===== config.mk =====
export PLATFORM = sky130hd
export DESIGN_NAME = als_spi_controller
export DESIGN_NICKNAME = d
export VERILOG_FILES = /design/src/rtl/als_spi_controller.sv
export SDC_FILE = /design/constraint.sdc
export NUM_CORES = 1
export LEC_CHECK = 0
export CAP_MARGIN = 20
export CORE_ASPECT_RATIO = 1.4
export CORE_MARGIN = 5
export CORE_UTILIZATION = 43
export CTS_CLUSTER_DIAMETER = 30
export DETAILED_ROUTE_END_ITERATION = 6
export PLACE_DENSITY = 0.67
export SYNTH_ARGS = -nofsm -noshare
export SYNTH_HDL_FRONTEND = slang
export SYNTH_SLANG_ARGS = --single-unit

===== constraint.sdc =====
create_clock -name clk -period 2.4 [get_ports clk]
set_clock_uncertainty 0.05 [all_clocks]
set_input_delay 0.48 -clock clk [delete_from_list [all_inputs] [get_ports clk]]
set_output_delay 0.48 -clock clk [all_outputs]
set_load 0.01 [all_outputs]

===== src/rtl/als_spi_controller.sv =====
// ---------------------------------------------------------------------------
// als_spi_controller
//
// Master-side sequencer for the 3-wire SPI ambient light sensor pmod. The
// sensor's ADC shifts out a frame of LEAD_ZEROS leading zeros, 8 data bits
// MSB first and trailing zeros on SCLK falling edges. This block divides the
// system clock to make SCLK, drives CS_N, samples SDATA on SCLK rising edges,
// checks the leading zeros and hands one 8-bit sample per frame to the
// downstream logic with a single-cycle strobe.
//
// Ports:
//   clk        in   system clock, everything on the rising edge
//   reset      in   asynchronous active-high reset
//   start      in   request one frame (only looked at while idle)
//   auto_en    in   free-run, start a frame whenever idle
//   SDATA      in   serial data from the pmod (asynchronous to clk)
//   SCLK       out  serial clock to the pmod, registered, idles high
//   CS_N       out  chip select, active low, registered
//   data       out  last captured 8-bit sample, holds between strobes
//   data_valid out  one-cycle strobe when data/frame_err update
//   frame_err  out  a leading bit of the last frame was 1
//   busy       out  high from frame accept until the quiet gap ends
// ---------------------------------------------------------------------------
module als_spi_controller #(
  parameter int HALF_PERIOD  = 50,
  parameter int FRAME_BITS   = 16,
  parameter int LEAD_ZEROS   = 3,
  parameter int QUIET_CYCLES = 100
) (
  input  logic       clk,
  input  logic       reset,
  input  logic       start,
  input  logic       auto_en,
  input  logic       SDATA,
  output logic       SCLK,
  output logic       CS_N,
  output logic [7:0] data,
  output logic       data_valid,
  output logic       frame_err,
  output logic       busy
);

  localparam int DIV_W   = $clog2(HALF_PERIOD);
  localparam int HALF_W  = $clog2(2 * FRAME_BITS + 1);
  localparam int BIT_W   = $clog2(FRAME_BITS + 1);
  localparam int QUIET_W = (QUIET_CYCLES > 1) ? $clog2(QUIET_CYCLES) : 1;

  localparam logic [DIV_W-1:0]   DIV_LAST   = DIV_W'(HALF_PERIOD - 1);
  localparam logic [HALF_W-1:0]  HALF_LAST  = HALF_W'(2 * FRAME_BITS);
  localparam logic [BIT_W-1:0]   DATA_FIRST = BIT_W'(LEAD_ZEROS);
  localparam logic [BIT_W-1:0]   DATA_END   = BIT_W'(LEAD_ZEROS + 8);
  localparam logic [QUIET_W-1:0] QUIET_LAST = QUIET_W'(QUIET_CYCLES - 1);

  typedef enum logic [1:0] {IDLE, SHIFT, QUIET} state_t;

  state_t state, next_state;

  logic               sdata_meta, sdata_sync;
  logic [DIV_W-1:0]   div_cnt;
  logic [HALF_W-1:0]  half_cnt;
  logic [BIT_W-1:0]   bit_cnt;
  logic [QUIET_W-1:0] quiet_cnt;
  logic [7:0]         shift_reg;
  logic               err_flag;

  logic accept, half_tick, frame_done, rise_now, quiet_done;

  // half_cnt counts completed SCLK half periods since CS_N fell. Once all
  // 2*FRAME_BITS halves are done, the next half-period boundary ends the
  // frame instead of producing another falling edge, so SCLK stays high.
  assign accept     = (state == IDLE) && (start || auto_en);
  assign half_tick  = (state == SHIFT) && (div_cnt == DIV_LAST);
  assign frame_done = half_tick && (half_cnt == HALF_LAST);
  assign rise_now   = half_tick && !frame_done && !SCLK;
  assign quiet_done = (state == QUIET) && (quiet_cnt == QUIET_LAST);
  assign busy       = (state != IDLE);

  always_ff @(posedge clk or posedge reset) begin
    if (reset) begin
      state <= IDLE;
    end else begin
      state <= next_state;
    end
  end

  always_comb begin
    next_state = state;
    unique case (state)
      IDLE:    if (accept)     next_state = SHIFT;
      SHIFT:   if (frame_done) next_state = QUIET;
      QUIET:   if (quiet_done) next_state = IDLE;
      default:                 next_state = IDLE;
    endcase
  end

  // SDATA changes relative to SCLK, not clk, so it is resynchronised first.
  // The two flops cost two clk cycles of latency, which fits inside the
  // half period between the sensor's falling-edge update and our capture.
  always_ff @(posedge clk or posedge reset) begin
    if (reset) begin
      sdata_meta <= 1'b0;
      sdata_sync <= 1'b0;
    end else begin
      sdata_meta <= SDATA;
      sdata_sync <= sdata_meta;
    end
  end

  always_ff @(posedge clk or posedge reset) begin
    if (reset) begin
      SCLK       <= 1'b1;
      CS_N       <= 1'b1;
      data       <= 8'h00;
      data_valid <= 1'b0;
      frame_err  <= 1'b0;
      div_cnt    <= '0;
      half_cnt   <= '0;
      bit_cnt    <= '0;
      quiet_cnt  <= '0;
      shift_reg  <= 8'h00;
      err_flag   <= 1'b0;
    end else begin
      data_valid <= 1'b0;
      unique case (state)
        IDLE: begin
          if (accept) begin
            CS_N      <= 1'b0;
            SCLK      <= 1'b1;
            div_cnt   <= '0;
            half_cnt  <= '0;
            bit_cnt   <= '0;
            shift_reg <= 8'h00;
            err_flag  <= 1'b0;
          end
        end
        SHIFT: begin
          if (half_tick) begin
            div_cnt <= '0;
            if (frame_done) begin
              CS_N       <= 1'b1;
              data       <= shift_reg;
              frame_err  <= err_flag;
              data_valid <= 1'b1;
              quiet_cnt  <= '0;
            end else begin
              SCLK     <= ~SCLK;
              half_cnt <= half_cnt + 1'b1;
              // bit_cnt is the frame bit index captured on this rising edge;
              // bits past the data byte are trailing zeros and are dropped.
              if (rise_now) begin
                bit_cnt <= bit_cnt + 1'b1;
                if (bit_cnt < DATA_FIRST) begin
                  err_flag <= err_flag | sdata_sync;
                end else if (bit_cnt < DATA_END) begin
                  shift_reg <= {shift_reg[6:0], sdata_sync};
                end
              end
            end
          end else begin
            div_cnt <= div_cnt + 1'b1;
          end
        end
        QUIET: begin
          if (!quiet_done) begin
            quiet_cnt <= quiet_cnt + 1'b1;
          end
        end
        default: begin
        end
      endcase
    end
  end

endmodule


# Word level (Yosys, flattened, before mapping)
# Cells that the tools add are included.
# totals
ff_bits,49
input_bits,5
output_inout_bits,13
elab_cells,101
# classes
add_sub_neg,4
n_lt_le_gt_ge,2
eq_ne,15
n_mux,42
bitwise_logic,2
reduce_logical,22
# op_table
operator,n
two-way mux 8 bit,6
two-way mux 6 bit,4
one-hot mux 6 bit (2 select lines),2
two-way mux 7 bit,3
two-way mux 5 bit,4
"inequality test 2 bit, second input constant",8
one-hot mux 8 bit (2 select lines),1
one-hot mux 7 bit (2 select lines),1
two-way mux 1 bit,13
"adder 6 x 1 -> 6 bit, second input constant",2
"== test 6 bit, second input constant",2
AND reduction 4 bit,3
one-hot mux 5 bit (2 select lines),1
"adder 7 x 1 -> 7 bit, second input constant",1
"== test 7 bit, second input constant",1
AND reduction 7 bit,1
logical AND 1 bit,6
two-way mux 2 bit,3
one-hot mux 1 bit (2 select lines),3
one-hot mux 2 bit (3 select lines),1
AND reduction 3 bit,2
AND reduction 6 bit,1
nonzero test 2 bit,3
"adder 5 x 1 -> 5 bit, second input constant",1
12 further kinds,14

# Longest topological paths before layout
# logic_depth
ltp_word,10
mapped_depth,9

# Worst setup path after synthesis
# No wires, ideal clock.
# synth_path
path_kind,reg-to-reg
startpoint,register div_cnt[3]
endpoint,register quiet_cnt[5]
arrival_time_ns,1.986
required_time_ns,2.273
path_slack_ns,0.287
path_stages_with_launch,7
period_less_slack_ns,2.113
cell_sequence,dfrtp_1 -> or3b_4 -> or3_1 -> o22a_1 -> buf_6 -> or3_1 -> a21oi_1
# synth_between
elab_chain_cells,5
elab_cells_between_ends,6
cone_classes,eq/ne (3); reduce/logical (3)
# synth_lines
item,line_no,rtl
from (decl),59,logic [DIV_W-1:0] div_cnt;
from (signal assigned),160,div_cnt <= div_cnt + 1'b1;
== test 6 bit (*),72,assign half_tick = (state == SHIFT) && (div_cnt == DIV_LAST);
logical AND 1 bit (*),72,
logical AND 1 bit,73,assign frame_done = half_tick && (half_cnt == HALF_LAST);
inequality test 2 bit (no source line),n/a,
AND reduction 4 bit (no source line) (*),n/a,
to (signal assigned),165,quiet_cnt <= quiet_cnt + 1'b1;
to (decl),62,logic [QUIET_W-1:0] quiet_cnt;
# Mark *: on every way between the ends. The rest lies on a longest branch, timed or not.
# A chain may end at the register's enable or synchronous reset.

# Worst setup path after layout
# layout_path
startpoint,register div_cnt[3]
endpoint,register quiet_cnt[3]
# The elaborated chain is that of the path after synthesis.

==> results by group <==
STA
  • Fin Setup TNS: 0 ns
  • Setup WS post-layout: roughly 0.12 ns
  • RSZ-0062 raised after global routing: false
  • Relative slew slack: 0.6660
  • Fin crit share: 0.9516
  • Min Tclk post-route: between 2 and 2.5 ns
  • Max Freq: around 440 MHz
  • Max-slew violation count: 0
  • # setup viols final: 0
  • Worst Max-Slew Pin Slew: about 0.49 ns
  • Final Hold Viols: 0

Global routing
  • GRT Total Usage: 0.1387
  • Gr ovfl total: 0
  • Pin count of the biggest net entering global routing: 32
  • Vias in the first global route: 1,780
  • First-pass GRT wire length: 7493 um
  • Initial antenna violation count: 0

Synth
  • Fraction of registers with async set/reset: 1.000
  • Sequential share of the synthesized area: 0.5422
  • Post-synth EDFFs: 0
  • Synthesized area: 2266 um^2
  • Syn Area/Cell: 9.521 um^2
  • Yosys warns: 0
  • Syn Nets: 249
  • Yosys cell types: 39
  • #FFs+latches synth: 49
  • Post-synth top flop: dfrtp_1
  • Mapped Cells: 238

Detailed routing
  • Overall routed net length: 4230 um
  • First-iteration detailed-routing DRC count: 84
  • DR WL/cell: roughly 13 um
  • DR vias/cell: just over 5
  • Via Count: between 1,500 and 2,000
  • Residual DRC: 0
  • Post-route ant nets: 0
  • Drt first pass iters: 4

Final layout
  • Fin nets: between 200 and 300
  • Fill cells: around 470
  • Layout cell share with drive strength beyond 1: 0.09811
  • Area Overhead vs Synth: 19.00%
  • Antenna cells: 0

Place
  • IO buf count: 17
  • Gpl congestion: 0.8053
  • Hpwl dp: 3040 um
  • Pre-CTS worst setup slack: 0.1525 ns

Clock network
  • Sink Count: 49
  • Worst-case clock buffer depth: 2
  • CTS H-tree lvls: 2
  • Skew-Pair Late Insertion Delay: 0.30 ns
  • CTS tree: yes
  • Worst-path clk slew: approximately 0.09 ns
  • Post-cts hold buffer count: 0
  • Root Buffer: clkbuf_8
  • Total clock buffers created by CTS: 5
  • Post-CTS resize count: 0
  • Postcts setup bufs: 0

Die
  • Horiz. Die Dim: 71.35 um
  • # IOs: 18
  • Die height: roughly 96 um
  • Initial core utilization: 0.4392
  • Num rows: 31
  • Die Area: 6842 um^2
  • Core area: 5159 um^2

Outcome
  • Status: completed

Critical path
  • Crit-path max FO: 12
  • Startpoint type of the worst setup path: flip-flop
  • Critical Path RT: roughly 2.6 ns
  • Setup crit end kind: flip-flop
  • Crit path kind: flip-flop to flip-flop
  • Arrival @ worst endpoint: 2.48 ns

Job
  • Max-Cap Viols: 0

Power and ir drop
  • Maximum vdd drop: 0.4432 mV
  • Pwr dens: 857.0 nW/um^2
  • Pleak: 0.001284 uW

Worst hold path
  • Worst Hold Class: flip-flop to flip-flop
synthesized netlist by cell type (all sizes together), types with 2 or more instances:
cell type  count  area, um^2
nor3b          2       15.01
buf            3       23.77
clkbuf         4       16.26
o211ai         2       15.01
nand4          4       25.02
nor2          12       45.04
a21oi          6       30.03
inv            7       26.28
nor2b          3       18.77
o21ai         18       90.09
dfrtp         47        1176
and3           2       12.51
or4            2       15.01
o31ai          6       45.04
dfstp          2       52.55
or3            3       18.77
nand2         64       240.2
mux2i          5       50.05
ha             6       75.07
or2            5       31.28
nor3           3       15.01
nand2b         7       43.79
xor2           5       43.79
and2           2       12.52
nand3          9       45.04
cell type report:
type	instances	area, um^2	area share
clock inverter	3	68.82	0.02552
tap	66	82.58	0.03063
clock buffer	5	68.82	0.02552
sequential	49	1229	0.4557
timing repair buffer	26	250.2	0.09281
multi-input combinational	175	970.9	0.3601
inverter	7	26.28	0.009745
per-layer routing:
| metal | global-route usage | up-vias | routed length, um |
|---|---|---|---|
| met2 | 0.2707 | 25 | 2168 |
| li1 | - | 852 | - |
| met3 | 0.02508 | 8 | 134 |
| met4 | 0.06583 | 0 | 97 |
| met1 | 0.1391 | 830 | 1830 |
| met5 | 0 | - | 0 |
worst max-delay path, cell delays in order (launching register included):
cell	delay [ns]
dfrtp_1	0.42
or3b_4	0.42
or3_1	0.39
o22a_1	0.34
or4_1	0.53
nand2_1	0.08
layout by cell type (no fill, tap or decap), drive strengths merged, types with 2 or more instances in the layout:
| master | n |
|---|---|
| clkdlybuf4s50 | 17 |
| xor2 | 5 |
| and3 | 2 |
| or2 | 5 |
| nand3 | 9 |
| buf | 9 |
| nand2b | 7 |
| a21oi | 6 |
| nor2b | 3 |
| dfstp | 2 |
| o21ai | 18 |
| nor3 | 3 |
| nor3b | 2 |
| mux2i | 5 |
| and2 | 2 |
| bufinv | 2 |
| or3 | 3 |
| nor2 | 12 |
| inv | 8 |
| nand4 | 4 |
| clkbuf | 5 |
| ha | 6 |
| nand2 | 64 |
| o31ai | 6 |
| or4 | 2 |
| dfrtp | 47 |
| o211ai | 2 |
report_power, final:
group          internal (uW)  switching [uW]  total (uW)
Clock                    419             287         706
Combinational            202             199         401
Sequential              1020             179        1200
kinds of logic after synthesis:
kind of cell | after synthesis | synth area share
compound gates | 37 | 0.09719
simple gates | 121 | 0.2529
xor+xnor | 6 | 0.02319
buf+inv | 14 | 0.02926
fa+ha+maj | 6 | 0.03313
mux | 5 | 0.02209
flops | 49 | 0.5422
stage by stage:
stage                     hold slack, ns  power [uW]  std cells  area, um^2  utilization
final                             0.3052        2311        331        2696       0.5227
after global routing              0.3213        2470        331        2696       0.5227
after CTS                         0.3085        2337        331        2696       0.5227
after detailed placement          0.2864        1625        323        2559       0.4960
after global placement            0.2833        1598        323        2559       0.4960
after floorplan                   0.2812        1483        238        2266            -
worst paths after layout:
| path | startpoint | to | slack (ns) | cells after the start |
|---|---|---|---|---|
| setup / recovery | div_cnt[3]$_DFFE_PP0P_ | quiet_cnt[3]$_DFFE_PP0P_ | 0.12 | 5 |
| max in group asynchronous | reset | CS_N$_DFFE_PP1P_ | 1.30 | 3 |
| setup reg to reg | div_cnt[3]$_DFFE_PP0P_ | quiet_cnt[3]$_DFFE_PP0P_ | 0.12 | 5 |
| hold reg to reg | sdata_meta$_DFF_PP0_ | sdata_sync$_DFF_PP0_ | 0.31 | 0 |
| hold / removal | sdata_meta$_DFF_PP0_ | sdata_sync$_DFF_PP0_ | 0.31 | 0 |
| min in group asynchronous | reset | half_cnt[3]$_DFFE_PP0P_ | 0.43 | 2 |
Power figures use the tool's default switching activity.
